<file path="src/rtl/spart_tx.sv">
// spart_tx: byte FIFO feeding an 8N1 serial transmitter, DIV clocks per bit.
// Optional build macro SPART_TX_PARITY_EN adds an even-parity bit after the
// data bits (8E1). The default build (macro undefined) has no parity logic.
module spart_tx #(
  parameter int DEPTH = 8,
  parameter int DIV   = 434
) (
  input  logic       clk,
  input  logic       rst,
  input  logic       send,
  input  logic [7:0] send_data,
  output logic       txd,
  output logic       full,
  output logic       empty,
  output logic       busy,
  output logic       overflow
);
  localparam int AW = $clog2(DEPTH);
  localparam int CW = $clog2(DIV);
  localparam logic [CW-1:0] BIT_LAST = CW'(DIV - 1);
  localparam logic [AW:0]   CNT_FULL = (AW+1)'(DEPTH);

`ifdef SPART_TX_PARITY_EN
  typedef enum logic [2:0] {IDLE, START, DATA, PARITY, STOP} state_t;
`else
  typedef enum logic [1:0] {IDLE, START, DATA, STOP} state_t;
`endif

  logic [7:0]    r_mem [DEPTH];
  logic [AW-1:0] r_wptr;
  logic [AW-1:0] r_rptr;
  logic [AW:0]   r_count;
  logic          r_overflow;

  state_t        r_state;
  logic [CW-1:0] r_bitcnt;
  logic [2:0]    r_idx;
  logic [7:0]    r_shift;
  logic          r_txd;
`ifdef SPART_TX_PARITY_EN
  logic          r_par;
`endif

  logic w_full;
  logic w_empty;
  logic w_pop;
  logic w_push;

  assign w_full  = (r_count == CNT_FULL);
  assign w_empty = (r_count == '0);
  // The transmitter only takes a byte while idle; a pop frees a slot, so a
  // write into a full FIFO in that same cycle still lands.
  assign w_pop   = (r_state == IDLE) && !w_empty;
  assign w_push  = send && (!w_full || w_pop);

  assign full     = w_full;
  assign empty    = w_empty;
  assign busy     = (r_state != IDLE);
  assign overflow = r_overflow;
  assign txd      = r_txd;

  // FIFO storage; contents need no reset since count gates all reads
  always_ff @(posedge clk) begin
    if (w_push) r_mem[r_wptr] <= send_data;
  end

  // FIFO pointers, occupancy and sticky overflow flag
  always_ff @(posedge clk) begin
    if (rst) begin
      r_wptr     <= '0;
      r_rptr     <= '0;
      r_count    <= '0;
      r_overflow <= 1'b0;
    end else begin
      if (w_push) r_wptr <= r_wptr + 1'b1;
      if (w_pop)  r_rptr <= r_rptr + 1'b1;
      case ({w_push, w_pop})
        2'b10:   r_count <= r_count + 1'b1;
        2'b01:   r_count <= r_count - 1'b1;
        default: r_count <= r_count;
      endcase
      if (send && w_full && !w_pop) r_overflow <= 1'b1;
    end
  end

  // Frame sequencer: each state lasts DIV cycles via a reloading down-counter
  always_ff @(posedge clk) begin
    if (rst) begin
      r_state  <= IDLE;
      r_bitcnt <= '0;
      r_idx    <= '0;
      r_shift  <= '0;
`ifdef SPART_TX_PARITY_EN
      r_par    <= 1'b0;
`endif
    end else begin
      case (r_state)
        IDLE: begin
          if (w_pop) begin
            r_shift  <= r_mem[r_rptr];
            r_idx    <= '0;
            r_bitcnt <= BIT_LAST;
            r_state  <= START;
`ifdef SPART_TX_PARITY_EN
            r_par    <= ^r_mem[r_rptr];
`endif
          end
        end
        START: begin
          if (r_bitcnt == '0) begin
            r_bitcnt <= BIT_LAST;
            r_state  <= DATA;
          end else begin
            r_bitcnt <= r_bitcnt - 1'b1;
          end
        end
        DATA: begin
          if (r_bitcnt == '0) begin
            r_bitcnt <= BIT_LAST;
            if (r_idx == 3'd7) begin
`ifdef SPART_TX_PARITY_EN
              r_state <= PARITY;
`else
              r_state <= STOP;
`endif
            end else begin
              r_idx   <= r_idx + 1'b1;
              r_shift <= {1'b0, r_shift[7:1]};
            end
          end else begin
            r_bitcnt <= r_bitcnt - 1'b1;
          end
        end
`ifdef SPART_TX_PARITY_EN
        PARITY: begin
          if (r_bitcnt == '0) begin
            r_bitcnt <= BIT_LAST;
            r_state  <= STOP;
          end else begin
            r_bitcnt <= r_bitcnt - 1'b1;
          end
        end
`endif
        STOP: begin
          if (r_bitcnt == '0) begin
            r_bitcnt <= BIT_LAST;
            r_state  <= IDLE;
          end else begin
            r_bitcnt <= r_bitcnt - 1'b1;
          end
        end
        default: r_state <= IDLE;
      endcase
    end
  end

  // Line driver: registered copy of the current state's bit, so txd trails
  // the state by one cycle and never glitches
  always_ff @(posedge clk) begin
    if (rst) begin
      r_txd <= 1'b1;
    end else begin
      case (r_state)
        IDLE:    r_txd <= 1'b1;
        START:   r_txd <= 1'b0;
        DATA:    r_txd <= r_shift[0];
`ifdef SPART_TX_PARITY_EN
        PARITY:  r_txd <= r_par;
`endif
        STOP:    r_txd <= 1'b1;
        default: r_txd <= 1'b1;
      endcase
    end
  end

endmodule

</file>
<file path="config.mk">
export PLATFORM = sky130hd
export DESIGN_NAME = spart_tx
export DESIGN_NICKNAME = d
export VERILOG_FILES = /design/src/rtl/spart_tx.sv
export SDC_FILE = /design/constraint.sdc
export NUM_CORES = 1
export LEC_CHECK = 0
export ABC_AREA = 1
export CAP_MARGIN = 5
export CORE_MARGIN = 8
export CORE_UTILIZATION = 45
export DETAILED_ROUTE_END_ITERATION = 7
export PLACE_DENSITY = 0.66
export SYNTH_ARGS = -nofsm -noshare
export SYNTH_HDL_FRONTEND = slang
export SYNTH_SLANG_ARGS = --single-unit
</file>
<file path="constraint.sdc">
create_clock -name clk -period 4.18 [get_ports clk]
set_clock_uncertainty 0.15 [all_clocks]
set_input_delay 0.418 -clock clk [delete_from_list [all_inputs] [get_ports clk]]
set_output_delay 0.418 -clock clk [all_outputs]
set_load 0.005 [all_outputs]
</file>
==> summary.txt <==
Setup path
  • R2R Setup Slk: approximately 1700 ps
  • Number of cells on the critical path: 8
  • CP bufs+invs: 3
  • Max FO, Critical Path: 8
  • Arr. time, crit path: around 2400 ps
  • CP endpoint kind: flip-flop
  • Slowest stage cell, crit path: nor2_1
  • RR Startpoint: r_state[0]
  • CP Launch Type: flip-flop
  • WS Path Type: reg -> reg
  • Critical Path End: r_mem[1][5]
  • Slowest stage delay, CP: roughly 570 ps
  • Worst setup startpoint: r_state[0]
  • Cell mode on critical path: inv_1
  • Reg2Reg Capture Point: r_mem[1][5]
  • Reg2reg path depth: 8
  • Critical path's top delay family: simple AND/OR/NAND/NOR gates
  • Crit path cell chain: inv_1, ha_1, inv_1, nand2_1, nand2_1, nor2_1, inv_1, nor2_1
  • Worst endpoint required time: 4020 ps

Clock tree
  • Clk buf depth: 2
  • CTS Buf Count: 9
  • CTS Root Cell: clkbuf_8
  • Hold-fix buffers, CTS: 0
  • CTS clk-pin slew, worst paths: 90 ps
  • Sink Count: about 100
  • Post-CTS repair timing setup buffer count: 0
  • Post_cts resized: 0
  • H-tree levels: 3
  • CTS tree: built
  • Worst-Skew Late Latency: about 360 ps

Floorplan
  • Die Area: between 10000 and 15000 um^2
  • Die Y-Extent: 115 um
  • Site Rows: 36
  • Die width: around 110 um
  • Core Area: between 9000 and 10000 um^2
  • Initial Util: around 46%
  • Ports: 16

Layout
  • Share of layout cells above drive strength 1: ~5.3%
  • Fillcell total: 943
  • Fin area: around 4800 um^2
  • Fin nets: a little over 500
  • P&R area growth vs syn: 9.80%
  • Diode count: 0

STA
  • Setup_tns: 0 ps
  • Clock period minus worst slack: between 2000 and 3000 ps
  • Fin. max-slew vios: 0
  • RSZ-0062 raised after global routing: false
  • Final Cycle Share: 60.3%
  • Worst-margin pin slew: ~950 ps
  • Max_slew headroom: a little under two fifths
  • Fmax: 0.397 GHz
  • Final Hold Violating Endpoints: 0
  • Final hold slack: between 300 and 400 ps
  • Setup violators final: 0

Synth
  • Count leader, synth: nand2_1
  • Synth Area per Inst: 9.33 um^2
  • Ys flop type: edfxtp_1
  • Async set-reset flop share out of synthesis: 0%
  • Synthesized-area fraction occupied by adder cells: roughly 3.1%
  • Cell area after synthesis: 4400 um^2
  • Synth unique cells: 30
  • Compound-cell area share of the yosys netlist: a little under an eighth
  • Proportion of synthesized area in mux cells: 0%
  • Post-synthesis register bit count: between 100 and 150
  • Synth area leaders: edfxtp_1, dfxtp_1, nand2_1
  • Post-synth EDFFs: between 60 and 70
  • Synth top area share: between 40% and 50%
  • Synth Area in Simple Gates: approximately 18%
  • XOR/XNOR Fraction of Synth Area: less than 1%
  • Ys Warns: 0
  • Post-synthesis sequential area ratio: ~60%
  • Syn Inst Count: between 400 and 500
  • Largest family of logic cells by synthesized area: simple AND/OR/NAND/NOR gates
  • Cell taking the most area after synthesis: edfxtp_1
  • Syn nets: 494
  • Commonest cells post-synth: nand2_1, edfxtp_1, inv_1, nor2_1, o21ai_0

Route
  • Routed Wire Length: around 9100 um
  • # DRC: 0
  • Initial DRC count: about 230
  • TritonRoute pass-1 iters: 5
  • Vias post-DR: approximately 3200
  • Post-detailed-route via-to-cell ratio: between 5 and 6
  • Mean routed wirelength per cell: between 10 and 15 um
  • Post-DRT Antenna Nets: 0

Global route
  • Aggregate global routing overflow: 0
  • Vias in the first global route: just over 3000
  • All-Layer GR Usage: between 10 and 15%
  • First-pass GRT wire length: approximately 15000 um
  • Largest net degree at the start of global routing: 34
  • Initial antenna violation count: 0

Place
  • Placed cell area: roughly 4700 um^2
  • I/O Buffers: 15
  • DP HPWL: between 6000 and 7000 um
  • Routability congestion estimate: approximately 0.85

Run
  • MaxCap Viol Count: 0

Power
  • Leak Pwr: a little under 2 nW
  • Pwr dens: between 600 and 700 nW/um^2
  • Power Total: 0.00313 W
  • VDD IR max: ~0.38 mV

Worst hold path
  • Hold Path Depth: 2
  • Worst hold-check path type: reg -> reg

Status
  • Outcome: finished, final reports clean
-- report_power, final --
| group | internal [W] | switching [W] | total, W | leakage [nW] |
|---|---|---|---|---|
| Sequential | 0.00121 | 0.000104 | 0.00132 | 0.887 |
| Clock | 0.000251 | 0.000314 | 0.000565 | 0.0905 |
| Combinational | 0.000422 | 0.000826 | 0.00125 | 0.944 |
-- how the worst min path moves through the flow --
stage / startpoint / end / slack [ps]
floorplan: r_shift[5] / r_shift[5] / 270
global placement: r_shift[6] / r_shift[6] / 280
detailed placement: r_shift[4] / r_shift[4] / 280
CTS: r_shift[5] / r_shift[5] / 300
global route: r_shift[3] / r_shift[3] / 350
finish: r_shift[3] / r_shift[3] / 310
-- kinds of logic after synthesis --
logic type,count (synthesis)
compound gates,94
xor+xnor,1
buf+inv,76
fa+ha+maj,11
flops,101
simple gates,189
-- registers in the layout, indices dropped and copies added, names as in the netlist, named ones only --
| signal | count |
|---|---|
| overflow | 1 |
| r_bitcnt | 9 |
| r_count | 4 |
| r_idx | 3 |
| r_mem | 64 |
| r_rptr | 3 |
| r_shift | 8 |
| r_state | 2 |
| r_wptr | 3 |
| txd | 1 |
-- layer usage --
layer  global-route usage (%)  share of wire (%)  vias to the layer above
met5                        0                  0                        -
met4                     5.34                1.7                        0
met3                     3.68                4.2                       11
met2                     23.4                 47                       61
met1                     19.6                 47                     1523
li1                         -                  -                     1599
-- worst reg2reg max path: cells and delay by family (launching register included) --
kind	cells	cell delay [ps]
AND/OR/NAND/NOR	4	1000
buffers and inverters	3	360
flip-flops	1	350
adder cells (fa/ha/maj)	1	310
-- cell type report --
type / instances / area (um^2) / area share, %
well taps: 133 / 166 / 3.44
multi-input cells: 295 / 1440 / 29.8
clock buffers: 13 / 159 / 3.29
inverters: 61 / 229 / 4.73
flip-flops and latches: 101 / 2660 / 55.1
repair buffers: 16 / 158 / 3.26
clock inverters: 3 / 20.0 / 0.414
-- through the flow --
| stage | setup WS (ps) | utilization [%] | cells |
|---|---|---|---|
| final | 1660 | 50.2 | 622 |
| after global routing | 1410 | 50.2 | 622 |
| after CTS | 1620 | 50.2 | 622 |
| after detailed placement | 1650 | 48.3 | 606 |
| after global placement | 1780 | 48.3 | 606 |
| after floorplan | 2160 | - | 472 |
-- layout by cell type, fill, tap and decap left out, types with 2 or more instances in the layout --
cell and n:
nand2_1 82, edfxtp_1 64, inv_1 59, nor2_1 58
o21ai_0 56, dfxtp_1 37, nand3_1 30, a21oi_1 24
clkdlybuf4s50_1 15, ha_1 11, clkbuf_8 11, nor3_1 6
o22ai_1 4, nand2_2 3, nand4_1 3, a31oi_1 3
or2_2 2, nor2_2 2, inv_2 2, o221ai_1 2
clkbuf_1 2, inv_4 2
No activity file was read; power rests on OpenSTA's default activity.
==> RTL edit: new RTL, config.mk and constraints unchanged <==
Build with the macro `SPART_TX_PARITY_EN` defined.
--- a/src/rtl/spart_tx.sv
+++ b/src/rtl/spart_tx.sv
@@ -2,4 +2,6 @@
 // Optional build macro SPART_TX_PARITY_EN adds an even-parity bit after the
 // data bits (8E1). The default build (macro undefined) has no parity logic.
+`define SPART_TX_PARITY_EN
+
 module spart_tx #(
   parameter int DEPTH = 8,
Function: no difference found for any inputs over 10 cycles, from zero or initial values and one cycle with rst high; that may be too few to reach the edited logic, so the function may still have changed.
==> RTL edit against the original RTL <==
- setup slack improved by 71 ps
- power increased by 13%
- critical endpoint is now r_mem[3][2]
- sequential cell count increased by 2
- area after synthesis increased by 13%
- synthesized cell count increased by 23%
- design area increased by 12%
- maximum frequency increased by 2.9%
- routed wire length increased by 12%
==> RTL edit: results (changes against the original RTL) <==
run status complete, no violations (unchanged); fraction of layout cells with a size suffix above 1 7.91% (was 5.32%); net count after synthesis 597 (was 494); total number of nets in the final design 606 (was 506); cell types with the largest area share after synthesis sky130_fd_sc_hd__edfxtp_1 (38%), sky130_fd_sc_hd__dfxtp_1 (16%), sky130_fd_sc_hd__nand2_1 (13%) (was sky130_fd_sc_hd__edfxtp_1 (44%), sky130_fd_sc_hd__dfxtp_1 (17%), sky130_fd_sc_hd__nand2_1 (7.0%)); worst reg2reg path depth 9 (was 8); via count of the first global-routing pass 3426 (was 3091); launch instance of the worst min-delay path overflow (was r_shift[3]); Leakage 0.00243 uW (was 0.00192 uW); count of different cell masters after synthesis 42 (was 30); insertion delay to the later sink of the worst-skew pair 390 ps (was 360 ps); wire length of the first global-routing pass 17.0 mm (was 15.4 mm); Hold Path End overflow (was r_shift[3]); Reg2Reg Capture Point r_mem[3][2] (was r_mem[1][5]); pin count of the biggest net entering global routing 36 (was 34); worst relative slew slack 48.1% (was 36.8%); Final GP Congestion 0.911 (was 0.847); arrival time worst endpoint 2320 ps (was 2360 ps); number of vias after detailed routing 3617 (was 3194); worst hold slack 308 ps (was 309 ps); FF-to-FF setup slack 1730 ps (was 1660 ps); worst vdd ir 0.358 mV (was 0.377 mV); global routing usage summed across all routing layers 15.0% (was 14.9%); routed wire length 10.3 mm (was 9.13 mm); first-iteration detailed-routing DRC count 298 (was 225)
RTL edit: worst max-delay path: stages, from the launching register on:
cell                      delay [ps]
sky130_fd_sc_hd__dfxtp_1         370
sky130_fd_sc_hd__nor2_1          150
sky130_fd_sc_hd__inv_2           100
sky130_fd_sc_hd__nor2_4          130
sky130_fd_sc_hd__inv_2            80
sky130_fd_sc_hd__a21oi_4         200
sky130_fd_sc_hd__inv_1           100
sky130_fd_sc_hd__nor2_1          130
sky130_fd_sc_hd__inv_1           120
sky130_fd_sc_hd__nor2_1          540
RTL edit: through the flow:
step / setup slack [ps] / power, uW / area, um2 / util [%] / std cells
finish: 1730 / 3540 / 5410 / 49.9 / 734
global route: 1530 / 3860 / 5410 / 49.9 / 734
global placement: 1610 / 2860 / 5200 / 47.9 / 718
CTS: 1720 / 3570 / 5410 / 49.9 / 734
detailed placement: 1560 / 2900 / 5200 / 47.9 / 718
floorplan: 2110 / 2610 / 4990 / - / 580
RTL edit: layout make-up:
class | instances | area, um2
fill | 1030 | 5430
sequential | 103 | 2700
multi-input combinational | 355 | 1760
inverter | 104 | 398
tap | 140 | 175
timing repair buffer | 16 | 158
clock buffer | 9 | 124
clock inverter | 7 | 90.1
RTL edit: how the worst max path moves through the flow:
stage,start,to,slack (ps),cells after the start
6_report,r_state[2],r_mem[3][2],1730,9
5_1_grt,flip-flop,r_par,1530,13
4_1_cts,r_state[2],r_mem[3][2],1720,9
3_5_place_dp,send,r_mem[5][4],1560,7
3_3_place_gp,send,r_mem[3][2],1610,7
2_1_floorplan,r_state[2],r_mem[1][0],2110,9
RTL edit: kinds of logic (layout without fill, tap and decap cells):
group                    count (synthesis)  after routing  synth area share, %
AND/OR/NAND/NOR                        280            280                 25.2
buffers and inverters                  122            136                 10.6
flip-flops                             103            103                 54.1
AO/OA/AOI/OAI                           67             67                 8.07
adder cells (fa/ha/maj)                  6              6                 1.50
XOR/XNOR                                 2              2                0.501
RTL edit: layer usage:
| layer | part of all wire (%) | routed length, um | track usage, % | vias up |
|---|---|---|---|---|
| met5 | 0 | 0 | 0 | - |
| met4 | 2.0 | 208 | 6.94 | 0 |
| met3 | 5.4 | 551 | 4.05 | 13 |
| met2 | 47 | 4820 | 23.5 | 90 |
| met1 | 46 | 4690 | 19.1 | 1644 |
| li1 | - | - | - | 1870 |
RTL edit: power breakdown:
group,switching [uW],total [uW],leakage (uW),internal (uW)
Combinational,1010,1540,0.00143,528
Clock,373,663,0.000101,290
Sequential,108,1340,0.000903,1230
